**config.mk**
```make
export PLATFORM = sky130hd
export DESIGN_NAME = hazard_stall_unit
export DESIGN_NICKNAME = d
export VERILOG_FILES = /design/src/rtl/hazard_stall_unit.sv
export SDC_FILE = /design/constraint.sdc
export NUM_CORES = 1
export LEC_CHECK = 0
export CAP_MARGIN = 20
export CORE_MARGIN = 2
export CORE_UTILIZATION = 46
export CTS_BUF_LIST = sky130_fd_sc_hd__clkbuf_4 sky130_fd_sc_hd__clkbuf_8
export DETAILED_ROUTE_END_ITERATION = 12
export GPL_ROUTABILITY_DRIVEN = 1
export PLACE_DENSITY = 0.88
export SLEW_MARGIN = 20
export SYNTH_ARGS = -nofsm -noshare
export SYNTH_HDL_FRONTEND = slang
export SYNTH_SLANG_ARGS = --single-unit
```
**constraint.sdc**
```tcl
create_clock -name Clk -period 6 [get_ports Clk]
set_clock_uncertainty 0.1 [all_clocks]
set_input_delay 1.2 -clock Clk [delete_from_list [all_inputs] [get_ports Clk]]
set_output_delay 1.2 -clock Clk [all_outputs]
set_load 0.01 [all_outputs]
```
**src/rtl/hazard_stall_unit.sv**
```systemverilog
// Decode-stage hazard unit: RAW/load-use stall detection against N producer
// stages, branch flush sequencing, saturating stall counter and stall watchdog.
module hazard_stall_unit #(
    parameter int REG_W     = 5,
    parameter int N_STAGES  = 2,
    parameter int FWD_EN    = 0,
    parameter int FLUSH_CYC = 1,
    parameter int CNT_W     = 16,
    parameter int MAX_STALL = 8
) (
    input  logic                      Clk,
    input  logic                      Rst_n,
    input  logic [31:0]               Instruction,
    input  logic                      UsesRs,
    input  logic                      UsesRt,
    input  logic [N_STAGES*REG_W-1:0] DstVec,
    input  logic [N_STAGES-1:0]       WrVec,
    input  logic [N_STAGES-1:0]       RdVec,
    input  logic                      BranchTaken,
    output logic                      PCWrite,
    output logic                      IFIDWrite,
    output logic                      CtrlZero,
    output logic                      IFIDFlush,
    output logic                      Stall,
    output logic [CNT_W-1:0]          StallCount,
    output logic                      StallTimeout
);

    localparam int SC_W = $clog2(MAX_STALL + 1);

    typedef enum logic {
        RUN,
        FLUSH
    } state_t;

    state_t            state, state_nx;
    logic [2:0]        fcnt, fcnt_nx;
    logic [REG_W-1:0]  rs, rt;
    logic [N_STAGES-1:0] match;
    logic              haz;
    logic [SC_W-1:0]   consec;
    logic [SC_W:0]     consec_inc;
    logic              unused_bits;

    assign rs          = REG_W'(Instruction[25:21]);
    assign rt          = REG_W'(Instruction[20:16]);
    assign consec_inc  = {1'b0, consec} + (SC_W+1)'(1);
    assign unused_bits = ^{Instruction[31:26], Instruction[15:0], RdVec};

    // Per-stage RAW match; register 0 and unread source fields never hazard.
    always_comb begin
        match = '0;
        for (int unsigned i = 0; i < N_STAGES; i++) begin
            match[i] = WrVec[i] && (DstVec[i*REG_W +: REG_W] != '0) &&
                       ((UsesRs && (DstVec[i*REG_W +: REG_W] == rs)) ||
                        (UsesRt && (DstVec[i*REG_W +: REG_W] == rt)));
        end
        haz = (FWD_EN != 0) ? (match[0] & RdVec[0]) : (|match);
    end

    // State and flush counter register.
    always_ff @(posedge Clk or negedge Rst_n) begin
        if (!Rst_n) begin
            state <= RUN;
            fcnt  <= '0;
        end else begin
            state <= state_nx;
            fcnt  <= fcnt_nx;
        end
    end

    // Next state and zero-latency outputs; reset forces the safe output set.
    always_comb begin
        state_nx  = state;
        fcnt_nx   = fcnt;
        PCWrite   = 1'b0;
        IFIDWrite = 1'b0;
        CtrlZero  = 1'b1;
        IFIDFlush = 1'b0;
        Stall     = 1'b0;
        if (!Rst_n) begin
            state_nx = RUN;
            fcnt_nx  = '0;
        end else if (BranchTaken) begin
            PCWrite   = 1'b1;
            IFIDWrite = 1'b1;
            IFIDFlush = 1'b1;
            if (FLUSH_CYC > 0) begin
                state_nx = FLUSH;
                fcnt_nx  = 3'(FLUSH_CYC);
            end else begin
                state_nx = RUN;
                fcnt_nx  = '0;
            end
        end else if (state == FLUSH) begin
            PCWrite   = 1'b1;
            IFIDWrite = 1'b1;
            IFIDFlush = 1'b1;
            if (fcnt <= 3'd1) begin
                state_nx = RUN;
                fcnt_nx  = '0;
            end else begin
                fcnt_nx = fcnt - 3'd1;
            end
        end else if (haz) begin
            Stall = 1'b1;
        end else begin
            PCWrite   = 1'b1;
            IFIDWrite = 1'b1;
            CtrlZero  = 1'b0;
        end
    end

    // Saturating total stall-cycle counter.
    always_ff @(posedge Clk or negedge Rst_n) begin
        if (!Rst_n) begin
            StallCount <= '0;
        end else if (Stall && (StallCount != '1)) begin
            StallCount <= StallCount + CNT_W'(1);
        end
    end

    // Consecutive-stall watchdog; timeout is sticky until reset.
    always_ff @(posedge Clk or negedge Rst_n) begin
        if (!Rst_n) begin
            consec       <= '0;
            StallTimeout <= 1'b0;
        end else if (!Stall) begin
            consec <= '0;
        end else begin
            if (consec != SC_W'(MAX_STALL)) begin
                consec <= consec_inc[SC_W-1:0];
            end
            if (consec_inc >= (SC_W+1)'(MAX_STALL)) begin
                StallTimeout <= 1'b1;
            end
        end
    end

endmodule

```
# Yosys cells after proc, flatten, opt, wreduce, memory -nomap -nowiden
# Index checks and enable logic that the tools add are counted.
[op_classes]
eq_ne = 8
n_lt_le_gt_ge = 2
n_reduce_logical = 15
add_sub_neg = 3
n_mux = 24
[op_table]
columns = ["op", "n"]
rows = [
  ["equality test 5 bit", 4],
  ["two-way mux 1 bit", 18],
  ["adder 16 x 1 -> 16 bit, second input constant", 1],
  ["!= test 16 bit, second input constant", 1],
  ["two-way mux 3 bit", 4],
  ["nonzero test 5 bit", 2],
  ["logical AND 1 bit", 9],
  ["two-way mux 4 bit", 2],
  ["adder 4 x 1 -> 5 bit, second input constant", 1],
  ["greater-or-equal comparator 5 x 4 -> 1 bit, second input constant", 1],
  ["!= test 4 bit, second input constant", 1],
  ["less-or-equal comparator 3 x 1 -> 1 bit, second input constant", 1],
  ["!= test 3 x 1 -> 1 bit, second input constant", 1],
  ["subtractor 3 x 1 -> 3 bit, second input constant", 1],
  ["logical OR 1 bit", 2],
  ["!= test 2 x 1 -> 1 bit, second input constant", 1],
  ["AND reduction 2 bit", 1],
  ["OR reduction 2 bit", 1],
]
[word_totals]
ff_bits = 25
out_inout_bits = 22
word_cells = 57
in_bits = 51

# Longest topological paths before layout
[depth]
word_depth = 10
ltp_mapped = 8
depth_no_buf = 7

# Worst setup path before layout
# OpenSTA, ideal clock, no wires.
[synth_timing]
path_type = "input-to-output"
start = "input DstVec[6]"
end = "output PCWrite"
t_arrival_ps = 2501
setup_slack_ps = 2199
stages = 5
path_cell_list = "or4_1 o21a_1 a22oi_1 o31a_1 buf_4"
[synth_via]
elab_chain_cells = 9
elab_cells_between_ends = 13
classes_between = "2 x eq/ne; 4 x mux; 7 x reduce/logical"
[synth_lines]
columns = ["item", "line", "source"]
rows = [
  ["from (decl)", "16", "input logic [N_STAGES*REG_W-1:0] DstVec,"],
  ["equality test 5 bit, on equally long branches", "55, 56", ""],
  ["logical AND 1 bit, on equally long branches", "55, 56", ""],
  ["logical OR 1 bit", "55", "((UsesRs && (DstVec[i*REG_W +: REG_W] == rs)) ||"],
  ["logical AND 1 bit *", "54", "match[i] = WrVec[i] && (DstVec[i*REG_W +: REG_W] != '0) &&"],
  ["OR reduction 2 bit *", "58", "haz = (FWD_EN != 0) ? (match[0] & RdVec[0]) : (|match);"],
  ["two-way mux 1 bit * (4 in series)", "-", ""],
  ["to (decl)", "20", "output logic PCWrite,"],
]
# Every way passes the cells marked *; elsewhere a longest branch is shown, timed or not.

# Final worst setup path
[layout_timing]
start = "input DstVec[6]"
end = "output Stall"
[layout_via]
elab_chain_cells = 9
elab_cells_between_ends = 13
classes_between = "2 x eq/ne; 4 x mux; 7 x reduce/logical"
[layout_lines]
columns = ["item", "line", "source"]
rows = [
  ["equality test 5 bit, on equally long branches", "55, 56", ""],
  ["logical AND 1 bit, on equally long branches", "55, 56", ""],
  ["logical OR 1 bit", "55", ""],
  ["logical AND 1 bit *", "54", ""],
  ["OR reduction 2 bit *", "58", ""],
  ["two-way mux 1 bit *", "105", "end else if (haz) begin"],
  ["two-way mux 1 bit *", "95", "end else if (state == FLUSH) begin"],
  ["two-way mux 1 bit *", "84", "end else if (BranchTaken) begin"],
  ["two-way mux 1 bit *", "81", "if (!Rst_n) begin"],
  ["to (decl)", "24", "output logic Stall,"],
]
# Marks and branches as above.

==> flow_metrics.py <==
metrics = {
    "run_status": {
        "status": "finished clean",
    },
    "timing": {
        "max_freq_mhz": 203.1,
        "tightest_slew_ps": 812.6,
        "holdWs_ps": 408.0,
        "finalHoldViolations": 0,
        "slew_headroom_pct": 45.83,
        "final-setup-viol-count": 0,
        "fin_crit_sh_pct": 82.06,
        "tns_ps": 0,
        "post-route-min-period_ps": 4923,
        "slew_violations": 0,
        "grt_setup_unrepaired": "no",
    },
    "placed_design": {
        "io_buffer_count": 48,
        "gp_congestion": 0.9300,
        "dpl.hpwl_um": 2813,
    },
    "finish": {
        "final_nets": 272,
        "diodes": 0,
        "drive_above_1_share_pct": 5.581,
        "syn2layout_area_growth_pct": 35.01,
        "final_common_cell": "clkdlybuf4s50_1",
        "fillerInstances": 288,
        "final_cell_mix": "clkdlybuf4s50_1 (48), dfrtp_1 (25), xnor2_1 (24)",
    },
    "global_routing": {
        "grt_usage_pct": 18.55,
        "grt_pass1_vias": 1345,
        "antenna_found_initial": 0,
        "gr-total-overflow": 0,
        "grt_pass1_wl_um": 5899,
        "grt_max_degree": 28,
    },
    "floorplanning": {
        "fp-row-count": 21,
        "chipHeight_um": 62.80,
        "die_width_um": 62.80,
        "die_area_um2": 3943,
        "core_um2": 3337,
        "ios": 73,
        "initial_core_util_pct": 47.66,
    },
    "detailed_routing": {
        "drtIter0Drc": 22,
        "ant_nets": 0,
        "first_pass_iters": 4,
        "drc": 0,
        "routed_wl_um": 3564,
        "routed-via-count": 1346,
        "routedWlPerCell_um": 13.66,
        "viasPerCell": 5.157,
    },
    "clock_network": {
        "clock_latency_ps": 330,
        "cts_made_buffers": 3,
        "root_buffer": "clkbuf_4",
        "cts.repair.resized": 0,
        "cts_tree": "built",
        "cts.clk_slew.worst_paths_ps": 140,
        "ctsHoldBuffers": 0,
        "htreeDepth": 1,
        "cts_num_sinks": 25,
        "cts_setup_buffers": 0,
        "cts.path.max_buffers": 2,
    },
    "power_and_ir_drop": {
        "p_seq_share_pct": 53.5,
        "irDropWorstVdd_mv": 0.1237,
        "clock_power_share_pct": 23.6,
        "power.leakage_nw": 0.9026,
        "power.switching_w": 0.00009685,
        "p_comb_share_pct": 22.9,
        "p_int_w": 0.0002470,
        "powerDensity_nw_per_um2": 160.1,
        "switching_share_pct": 28.17,
    },
    "synthesis": {
        "synth_edf_count": 0,
        "yosysTopAreaCellShare_pct": 39.34,
        "synthArstFlopShare_pct": 100.0,
        "synth_top_family_by_area": "simple AND/OR/NAND/NOR gates",
        "synth_fa_ha_area_share_pct": 3.934,
        "synth_area_um2": 1590,
        "yosysSeqAreaShare_pct": 39.34,
        "avgSynthCellArea_um2": 9.697,
        "ys_warn_count": 0,
        "synthCells": 164,
        "ys_ff_latch": 25,
        "ys_top_cells_by_area": "dfrtp_1 (39%), xnor2_1 (13%), xor2_1 (6.6%)",
        "syn-num-nets": 220,
        "yosys-mux-area-fraction_pct": 2.911,
        "ys.flop_type": "dfrtp_1",
        "synth-simple-area-share_pct": 23.60,
        "synth-xor-area-share_pct": 19.83,
        "synth_compound_area_share_pct": 7.789,
        "synth_top_cell_by_area": "dfrtp_1",
        "ys_types": 35,
    },
    "critical_path": {
        "r2r_cells": 6,
        "crit_path_end": "Stall",
        "end_kind": "output port",
        "crit_required_ps": 4700,
        "r2r_end": "StallCount[1]",
        "worstReg2RegStart": "StallCount[0]",
        "worstSetupStartpoint": "DstVec[6]",
        "cp_max_fo": 6,
        "worst-setup-path-type": "input port to output port",
        "r2r_slack_ps": 3420,
        "critPathLaunchType": "input port",
        "cp_data_arrival_time_ps": 3620,
    },
    "min_path": {
        "min_path_type": "flop to flop",
        "holdPathStages": 1,
    },
    "job": {
        "maxCapViolations": 0,
    },
}
-- stage by stage --
stage                     setup slack, ps  instance area, µm²  cells  utilization, %  total power [W]
after detailed placement             1062                2117    257           63.44        0.0002657
after global routing                907.1                2147    261           64.34        0.0003632
final                                1077                2147    261           64.34        0.0003438
after CTS                            1056                2147    261           64.34        0.0003444
after global placement               1082                2117    257           63.44        0.0002639
after floorplan                      2199                1590    164               -        0.0002202
-- worst min path at each step --
stage	start	endpoint	slack, ps
after floorplan	fcnt[2]	fcnt[2]	400
after global placement	StallTimeout	StallTimeout	360
after CTS	StallTimeout	StallTimeout	420
final	StallTimeout	StallTimeout	410
after global routing	StallCount[15]	StallCount[15]	440
after detailed placement	StallTimeout	StallTimeout	380
-- power by group through the flow --
stage,Combinational (W),Clock (W),Sequential (W)
2_1_floorplan,0.0000323,0,0.000188
3_3_place_gp,0.0000773,0,0.000187
3_5_place_dp,0.0000788,0,0.000187
4_1_cts,0.0000793,0.0000812,0.000184
5_1_grt,0.0000860,0.0000920,0.000185
6_report,0.0000786,0.0000812,0.000184
-- Yosys cell counts, types with 2 or more instances --
cell / number
nor2_1: 15
o21bai_1: 2
o22ai_1: 2
nor4_1: 4
a21oi_1: 4
inv_1: 6
xor2_1: 12
nor3_1: 2
nand3_1: 6
mux2i_1: 2
nand2b_1: 6
nand2_1: 17
ha_1: 5
dfrtp_1: 25
nand4_1: 9
o21a_1: 4
or4_1: 2
xnor2_1: 24
-- registers in the layout, indices dropped and copies added (netlist names) --
| signal | flops |
|---|---|
| fcnt | 3 |
| consec | 4 |
| StallCount | 16 |
| state | 1 |
| StallTimeout | 1 |
-- cell families (layout without fill, tap and decap cells) --
family	after synthesis	in the layout
buffers and inverters	8	59
adders and majority gates	5	5
and+or+nand+nor	69	69
DFF	25	25
muxes	4	4
AOI/OAI and AO/OA	17	17
xor gates and xnor gates	36	36
-- area by class of cell --
cell class / instances / area, µm² / share of cell area (%)
inverter: 6 / 22.52 / 1.049
timing repair buffer: 49 / 488.0 / 22.73
clock buffer: 3 / 22.52 / 1.049
clock inverter: 1 / 7.507 / 0.3497
sequential: 25 / 625.6 / 29.14
tap: 46 / 57.56 / 2.681
multi-input combinational: 131 / 923.4 / 43.01
-- critical path: stages --
cell,delay [ps]
clkdlybuf4s50_1,490
or4_1,560
o21a_1,200
a22oi_1,350
nand2b_1,290
inv_1,60
clkdlybuf4s50_1,470
-- metal layers --
metal	track usage (%)	share of wire (%)	up-vias
met5	0	0	-
met4	2.778	0.45	0
met3	3.423	3.5	2
met2	32.80	49	28
met1	24.08	47	650
li1	-	-	666
Note: power is estimated with default switching activity, not from simulation.
